## src/rtl/md_sequencer_if.sv

```systemverilog
// EX-side request/response bundle for the RV32M multiply/divide sequencer.
interface md_sequencer_if #(
    parameter int unsigned XLEN = 32
);
    logic            start;
    logic [2:0]      funct3;
    logic [XLEN-1:0] src_a;
    logic [XLEN-1:0] src_b;
    logic            flush;
    logic            stall;
    logic            busy;
    logic            done;
    logic [XLEN-1:0] result;

    modport master (
        output start, funct3, src_a, src_b, flush,
        input  stall, busy, done, result
    );

    modport slave (
        input  start, funct3, src_a, src_b, flush,
        output stall, busy, done, result
    );
endinterface

```

## src/rtl/md_sequencer.sv

```systemverilog
// Iterative RV32M sequencer: radix-2 shift-add multiply, restoring divide.
// Optional macro MD_ZERO_BYPASS_EN short-circuits zero-operand cases from PREP.
module md_sequencer #(
    parameter int unsigned XLEN  = 32,
    parameter int unsigned CNT_W = 6
) (
    input  logic             clk,
    input  logic             rst,
    md_sequencer_if.slave    bus
);
    localparam int unsigned      PW      = 2 * XLEN;
    localparam logic [XLEN-1:0]  MIN_NEG = {1'b1, {(XLEN-1){1'b0}}};
    localparam logic [CNT_W-1:0] LAST    = CNT_W'(XLEN - 1);

    typedef enum logic [2:0] {S_IDLE, S_PREP, S_CALC, S_FIX, S_DONE} state_t;

    state_t            state_q, state_d;
    logic [2:0]        op_q;
    logic [XLEN-1:0]   opa_q, opb_q;
    logic [XLEN-1:0]   mcand_q;
    logic [PW-1:0]     acc_q;
    logic [CNT_W-1:0]  cnt_q;
    logic              neg_q, rem_neg_q;
    logic [XLEN-1:0]   result_q;

    logic              is_div_c, sign_a_en_c, sign_b_en_c, sa_c, sb_c;
    logic [XLEN-1:0]   abs_a_c, abs_b_c;
    logic              special_c;
    logic [XLEN-1:0]   special_res_c;
    logic [XLEN:0]     mul_sum_c, rem_sh_c, diff_c;
    logic [PW-1:0]     mul_step_c, div_step_c, prod_fix_c;
    logic [XLEN-1:0]   quo_fix_c, rem_fix_c, fix_res_c;

    // Operand signedness: MULH/DIV/REM sign both, MULHSU signs A only.
    always_comb begin
        is_div_c    = op_q[2];
        sign_a_en_c = (op_q == 3'b001) || (op_q == 3'b010) || (op_q == 3'b100) || (op_q == 3'b110);
        sign_b_en_c = (op_q == 3'b001) || (op_q == 3'b100) || (op_q == 3'b110);
        sa_c        = sign_a_en_c & opa_q[XLEN-1];
        sb_c        = sign_b_en_c & opb_q[XLEN-1];
        abs_a_c     = sa_c ? -opa_q : opa_q;
        abs_b_c     = sb_c ? -opb_q : opb_q;
    end

    // Early-exit cases resolved in PREP without iterating.
    always_comb begin
        special_c     = 1'b0;
        special_res_c = '0;
        if (is_div_c && (opb_q == '0)) begin
            special_c     = 1'b1;
            special_res_c = op_q[1] ? opa_q : '1;
        end else if (is_div_c && !op_q[0] && (opa_q == MIN_NEG) && (&opb_q)) begin
            special_c     = 1'b1;
            special_res_c = op_q[1] ? '0 : MIN_NEG;
        end
`ifdef MD_ZERO_BYPASS_EN
        else if (!is_div_c && ((opa_q == '0) || (opb_q == '0))) begin
            special_c = 1'b1;
        end else if (is_div_c && (opa_q == '0)) begin
            special_c = 1'b1;
        end
`endif
    end

    // One iteration of each algorithm; acc holds {product} or {remainder, quotient}.
    always_comb begin
        mul_sum_c  = {1'b0, acc_q[PW-1:XLEN]} + (acc_q[0] ? {1'b0, mcand_q} : '0);
        mul_step_c = {mul_sum_c, acc_q[XLEN-1:1]};
        rem_sh_c   = acc_q[PW-1:XLEN-1];
        diff_c     = rem_sh_c - {1'b0, mcand_q};
        div_step_c = diff_c[XLEN] ? {rem_sh_c[XLEN-1:0], acc_q[XLEN-2:0], 1'b0}
                                  : {diff_c[XLEN-1:0],   acc_q[XLEN-2:0], 1'b1};
    end

    // Sign fix-up and output selection.
    always_comb begin
        prod_fix_c = neg_q ? -acc_q : acc_q;
        quo_fix_c  = neg_q ? -acc_q[XLEN-1:0] : acc_q[XLEN-1:0];
        rem_fix_c  = rem_neg_q ? -acc_q[PW-1:XLEN] : acc_q[PW-1:XLEN];
        if (is_div_c)
            fix_res_c = op_q[1] ? rem_fix_c : quo_fix_c;
        else if (op_q[1:0] == 2'b00)
            fix_res_c = prod_fix_c[XLEN-1:0];
        else
            fix_res_c = prod_fix_c[PW-1:XLEN];
    end

    always_ff @(posedge clk) begin
        if (rst) state_q <= S_IDLE;
        else     state_q <= state_d;
    end

    always_comb begin
        state_d   = state_q;
        bus.stall = 1'b0;
        bus.busy  = (state_q != S_IDLE);
        bus.done  = 1'b0;
        unique case (state_q)
            S_IDLE: begin
                if (bus.start && !bus.flush) begin
                    state_d   = S_PREP;
                    bus.stall = 1'b1;
                end
            end
            S_PREP: begin
                bus.stall = 1'b1;
                state_d   = special_c ? S_DONE : S_CALC;
            end
            S_CALC: begin
                bus.stall = 1'b1;
                if (cnt_q == LAST) state_d = S_FIX;
            end
            S_FIX: begin
                bus.stall = 1'b1;
                state_d   = S_DONE;
            end
            S_DONE: begin
                bus.done = 1'b1;
                state_d  = S_IDLE;
            end
            default: state_d = S_IDLE;
        endcase
        if (bus.flush && (state_q != S_IDLE)) state_d = S_IDLE;
    end

    // Datapath; RESULT loads on the edge into DONE so it is valid with the pulse.
    always_ff @(posedge clk) begin
        if (rst) begin
            op_q      <= '0;
            opa_q     <= '0;
            opb_q     <= '0;
            mcand_q   <= '0;
            acc_q     <= '0;
            cnt_q     <= '0;
            neg_q     <= 1'b0;
            rem_neg_q <= 1'b0;
            result_q  <= '0;
        end else if (bus.flush && (state_q != S_IDLE)) begin
            cnt_q <= '0;
        end else begin
            unique case (state_q)
                S_IDLE: begin
                    if (bus.start && !bus.flush) begin
                        op_q  <= bus.funct3;
                        opa_q <= bus.src_a;
                        opb_q <= bus.src_b;
                    end
                end
                S_PREP: begin
                    cnt_q     <= '0;
                    neg_q     <= sa_c ^ sb_c;
                    rem_neg_q <= sa_c;
                    if (is_div_c) begin
                        acc_q   <= {{XLEN{1'b0}}, abs_a_c};
                        mcand_q <= abs_b_c;
                    end else begin
                        acc_q   <= {{XLEN{1'b0}}, abs_b_c};
                        mcand_q <= abs_a_c;
                    end
                    if (special_c) result_q <= special_res_c;
                end
                S_CALC: begin
                    cnt_q <= cnt_q + CNT_W'(1);
                    acc_q <= is_div_c ? div_step_c : mul_step_c;
                end
                S_FIX:   result_q <= fix_res_c;
                default: ;
            endcase
        end
    end

    assign bus.result = result_q;
endmodule
```

## src/flat_wrapper.sv

```systemverilog
// flat-port wrapper written by rule: the top's interface ports become plain ports
module md_sequencer_flat 
#(
    parameter int unsigned XLEN  = 32,
    parameter int unsigned CNT_W = 6
)
  (clk, rst, bus_start, bus_funct3, bus_src_a, bus_src_b, bus_flush, bus_stall, bus_busy, bus_done, bus_result);
  md_sequencer_if #(.XLEN(XLEN)) bus_i ();
  input  logic clk;
  input  logic rst;
  input wire logic [$bits(bus_i.start)-1:0] bus_start;
  input wire logic [$bits(bus_i.funct3)-1:0] bus_funct3;
  input wire logic [$bits(bus_i.src_a)-1:0] bus_src_a;
  input wire logic [$bits(bus_i.src_b)-1:0] bus_src_b;
  input wire logic [$bits(bus_i.flush)-1:0] bus_flush;
  output wire logic [$bits(bus_i.stall)-1:0] bus_stall;
  output wire logic [$bits(bus_i.busy)-1:0] bus_busy;
  output wire logic [$bits(bus_i.done)-1:0] bus_done;
  output wire logic [$bits(bus_i.result)-1:0] bus_result;
  assign bus_i.start = bus_start;
  assign bus_i.funct3 = bus_funct3;
  assign bus_i.src_a = bus_src_a;
  assign bus_i.src_b = bus_src_b;
  assign bus_i.flush = bus_flush;
  assign bus_stall = bus_i.stall;
  assign bus_busy = bus_i.busy;
  assign bus_done = bus_i.done;
  assign bus_result = bus_i.result;
  md_sequencer #(.XLEN(XLEN), .CNT_W(CNT_W)) u_core (.clk(clk), .rst(rst), .bus(bus_i));
endmodule
```

## config.mk

```make
export PLATFORM = sky130hd
export DESIGN_NAME = md_sequencer_flat
export DESIGN_NICKNAME = d
export VERILOG_FILES = /design/src/rtl/md_sequencer_if.sv /design/src/rtl/md_sequencer.sv /design/src/flat_wrapper.sv
export SDC_FILE = /design/constraint.sdc
export NUM_CORES = 1
export LEC_CHECK = 0
export BUFFER_PORTS_ARGS = -buffer_cell sky130_fd_sc_hd__buf_2
export CORE_MARGIN = 4
export CORE_UTILIZATION = 40
export CTS_BUF_LIST = sky130_fd_sc_hd__clkbuf_2
export DETAILED_ROUTE_END_ITERATION = 8
export PLACE_DENSITY_LB_ADDON = 0.1
export SYNTH_ARGS = -nofsm -noshare
export SYNTH_HDL_FRONTEND = slang
export SYNTH_SLANG_ARGS = --single-unit
```

## constraint.sdc

```tcl
create_clock -name clk -period 4 [get_ports clk]
set_clock_uncertainty 0.2 [all_clocks]
set_input_delay 0.6 -clock clk [delete_from_list [all_inputs] [get_ports clk]]
set_output_delay 0.6 -clock clk [all_outputs]
set_load 0.05 [all_outputs]
```

==> metrics.txt <==
status=completed; Post-DP Area=18500 µm²; Netlist Area Pre-Place=17100 µm²; synth cell count leaders=nand2_1 (350), nor2_1 (260), a21oi_1 (259); CP endpoint=u_core.acc_q[62]; Syn-to-layout area delta=21.1%; number of global-route vias before repair=18500; main flop type after synthesis=dfxtp_1; clk_lat worst skew=1.15 ns; fin util=0.492; DP HPWL=56100 µm; Placer Congestion=0.981; setup_tns=0 ns; register area share after synthesis=0.241; Fillers=4213; DR WL/cell=23.1 µm; total grt overflow=0; Post-Syn Instances=2400; die area=46200 µm²; vias post-DR=19300; Max Clk Rate=259 MHz; post-route ant nets=0; core footprint=42100 µm²; worst setup path startpoint=u_core.acc_q[0]; Critical Path End Type=flop; Unique masters post-synth=94; CTS max path bufs=3; Total Routed Length=75000 µm; Yosys reg bits=206; r2r worst-path depth=14; area share of the largest cell type after synthesis=0.241; initial antenna violation count=2; largest net degree at the start of global routing=92; Yosys Warn Count=0; H-tree depth=2; Crit path arrival time=4.71 ns; Final Hold Violating Endpoints=0; kind of critical path=flop to flop; Leakage=8.47 nW; Hold WC Path Type=input port to flop; IO Pins=106; DIE WIDTH=215 µm; global-route wire length before repair=113000 µm; Starting Density=0.406; Num CTS Buffers=60; TritonRoute pass-1 iters=5; Clock Sinks=206; Synth Net Count=2543; r2r startpoint=u_core.acc_q[0]; final worst path period share=0.966; DRC=0; FF-to-FF End=u_core.acc_q[62]; final count of pins violating max slew=0; R2R Setup Slk=0.14 ns; layout cells sized above 1=0.145; # Max-Cap Violations=0; I/O Buffers=105; DR vias/cell=5.95; WHS=0.0486 ns; nets=2811; peak supply drop=0.186 mV; count of flip-flops with a built-in enable after synthesis=0; hold path depth=4; relative slew slack=0.173; most common cell in the netlist=nand2_1; Initial DRC Count=1941; Req. time, crit path=4.85 ns; Worst-Margin Slew=1.24 ns; synth top area cells=dfxtp_1 (24%), nand2_1 (7.7%), a21oi_1 (7.6%), nor2_1 (5.7%), ha_1 (5.1%); biggest area consumer among synthesized cells=dfxtp_1; # setup viols final=0; overall power=5.22 mW; Rows=75; CTS Root Cell=clkbuf_2; Final Instance Area=20700 µm²; pwr dens=252 nW/µm²; Max FO, Critical Path=13; RSZ-0062 raised after global routing=yes; CP Launch Type=flop; all-layer global routing usage=0.313; clk slew on worst S/H paths=0.11 ns; Avg Cell Area, Syn=7.13 µm²; Vert. Die Dim=215 µm; CTS tree=built; crit path time final=3.86 ns; ys async rst share=0
cells in the final DEF (no fill, tap or decap), types with 8 or more instances in the layout:
master / netlist / layout
a22oi_1: 23 / 23
and3_1: 15 / 15
nor2_1: 260 / 257
nor3_1: 67 / 66
and2_1: 9 / 9
o41ai_1: 12 / 11
ha_1: 70 / 70
mux2i_1: 35 / 35
a31oi_1: 13 / 13
nand4_1: 22 / 22
a311oi_1: 14 / 14
o21ai_0: 166 / 166
xnor2_1: 98 / 98
a21oi_1: 259 / 259
a21o_1: 30 / 30
o22ai_1: 10 / 10
or2_2: 11 / 11
clkinv_1: 5 / 17
dfxtp_1: 206 / 204
nor4_1: 22 / 22
nand2_1: 350 / 349
nand3_1: 33 / 33
inv_1: 56 / 56
o21ai_1: 8 / 8
or3_1: 14 / 13
nand2b_1: 28 / 28
o21a_1: 10 / 10
xor2_1: 91 / 91
o211ai_1: 16 / 16
nor2b_1: 19 / 19
dlygate4sd3_1: 0 / 165
a221oi_1: 11 / 11
clkbuf_2: 0 / 87
or4_1: 13 / 13
buf_4: 0 / 111
o31ai_1: 29 / 28
a211oi_1: 64 / 64
buf_2: 24 / 104
stage by stage:
step                instances  setup slack [ns]
floorplan                2400             0.405
global placement         2979             0.194
detailed placement       2979             0.158
CTS                      3248            0.0696
global route             3250          -0.00155
finish                   3250             0.136
worst min-delay path by stage:
| stage | end | startpoint | slack, ns |
|---|---|---|---|
| after floorplan | u_core.mcand_q[10] | u_core.mcand_q[10] | 0.23 |
| after global placement | u_core.mcand_q[19] | u_core.mcand_q[19] | 0.24 |
| after detailed placement | u_core.mcand_q[30] | u_core.mcand_q[30] | 0.25 |
| after CTS | u_core.opa_q[12] | bus_src_a[12] | 0.0002 |
| after global routing | u_core.opa_q[25] | bus_src_a[25] | 0.04 |
| final | u_core.opa_q[25] | bus_src_a[25] | 0.05 |
worst max-delay path, cell delays in order (launching register included):
cell	delay (ns)
dfxtp_2	0.38
clkinv_1	0.09
buf_4	0.20
nor2_1	0.13
ha_1	0.30
and2_1	0.22
a221o_1	0.34
a311oi_2	0.26
o21ba_2	0.23
o21ai_1	0.08
a21o_1	0.21
a311o_1	0.39
a311oi_2	0.33
mux2i_1	0.23
o311a_1	0.17
metal layers:
metal	GRT usage	vias up	wire (µm)
li1	-	9147	-
met1	0.434	9191	33200
met2	0.474	838	32200
met3	0.0638	154	6190
met4	0.130	2	3360
met5	0	-	14
final cells by class:
| type | instances | area [µm²] | area share |
|---|---|---|---|
| sequential | 206 | 4130 | 0.199 |
| clock inverter | 17 | 83.8 | 0.00404 |
| multi-input combinational | 1952 | 12100 | 0.582 |
| clock buffer | 87 | 435 | 0.0210 |
| inverter | 62 | 233 | 0.0112 |
| tap | 539 | 674 | 0.0325 |
| timing repair buffer | 386 | 3120 | 0.150 |
| antenna | 1 | 2.50 | 0.000121 |
report_power, final:
part           internal (mW)  switching, mW
Combinational          0.523          0.837
Sequential              2.10         0.0884
Clock                  0.596           1.08
logic make-up after synthesis:
| logic type | share of synthesized area |
|---|---|
| flops | 0.241 |
| fa+ha+maj | 0.0535 |
| mux | 0.0323 |
| compound gates | 0.270 |
| buf+inv | 0.0579 |
| xor+xnor | 0.0967 |
| simple gates | 0.249 |
registers in the layout (all words and copies together), names as in the netlist:
register	cells
u_core.acc_q	64
u_core.bus.result	32
u_core.cnt_q	6
u_core.mcand_q	32
u_core.neg_q	1
u_core.op_q	3
u_core.opa_q	32
u_core.opb_q	32
u_core.rem_neg_q	1
u_core.state_q	3
timing repair:
item,CTS,global route
endpoints found under the hold margin,131,0
setup endpoints to repair,0,14
setup buffers,0,1
resized for setup,0,6
hold buffers,165,0
Power figures use the tool's default switching activity.
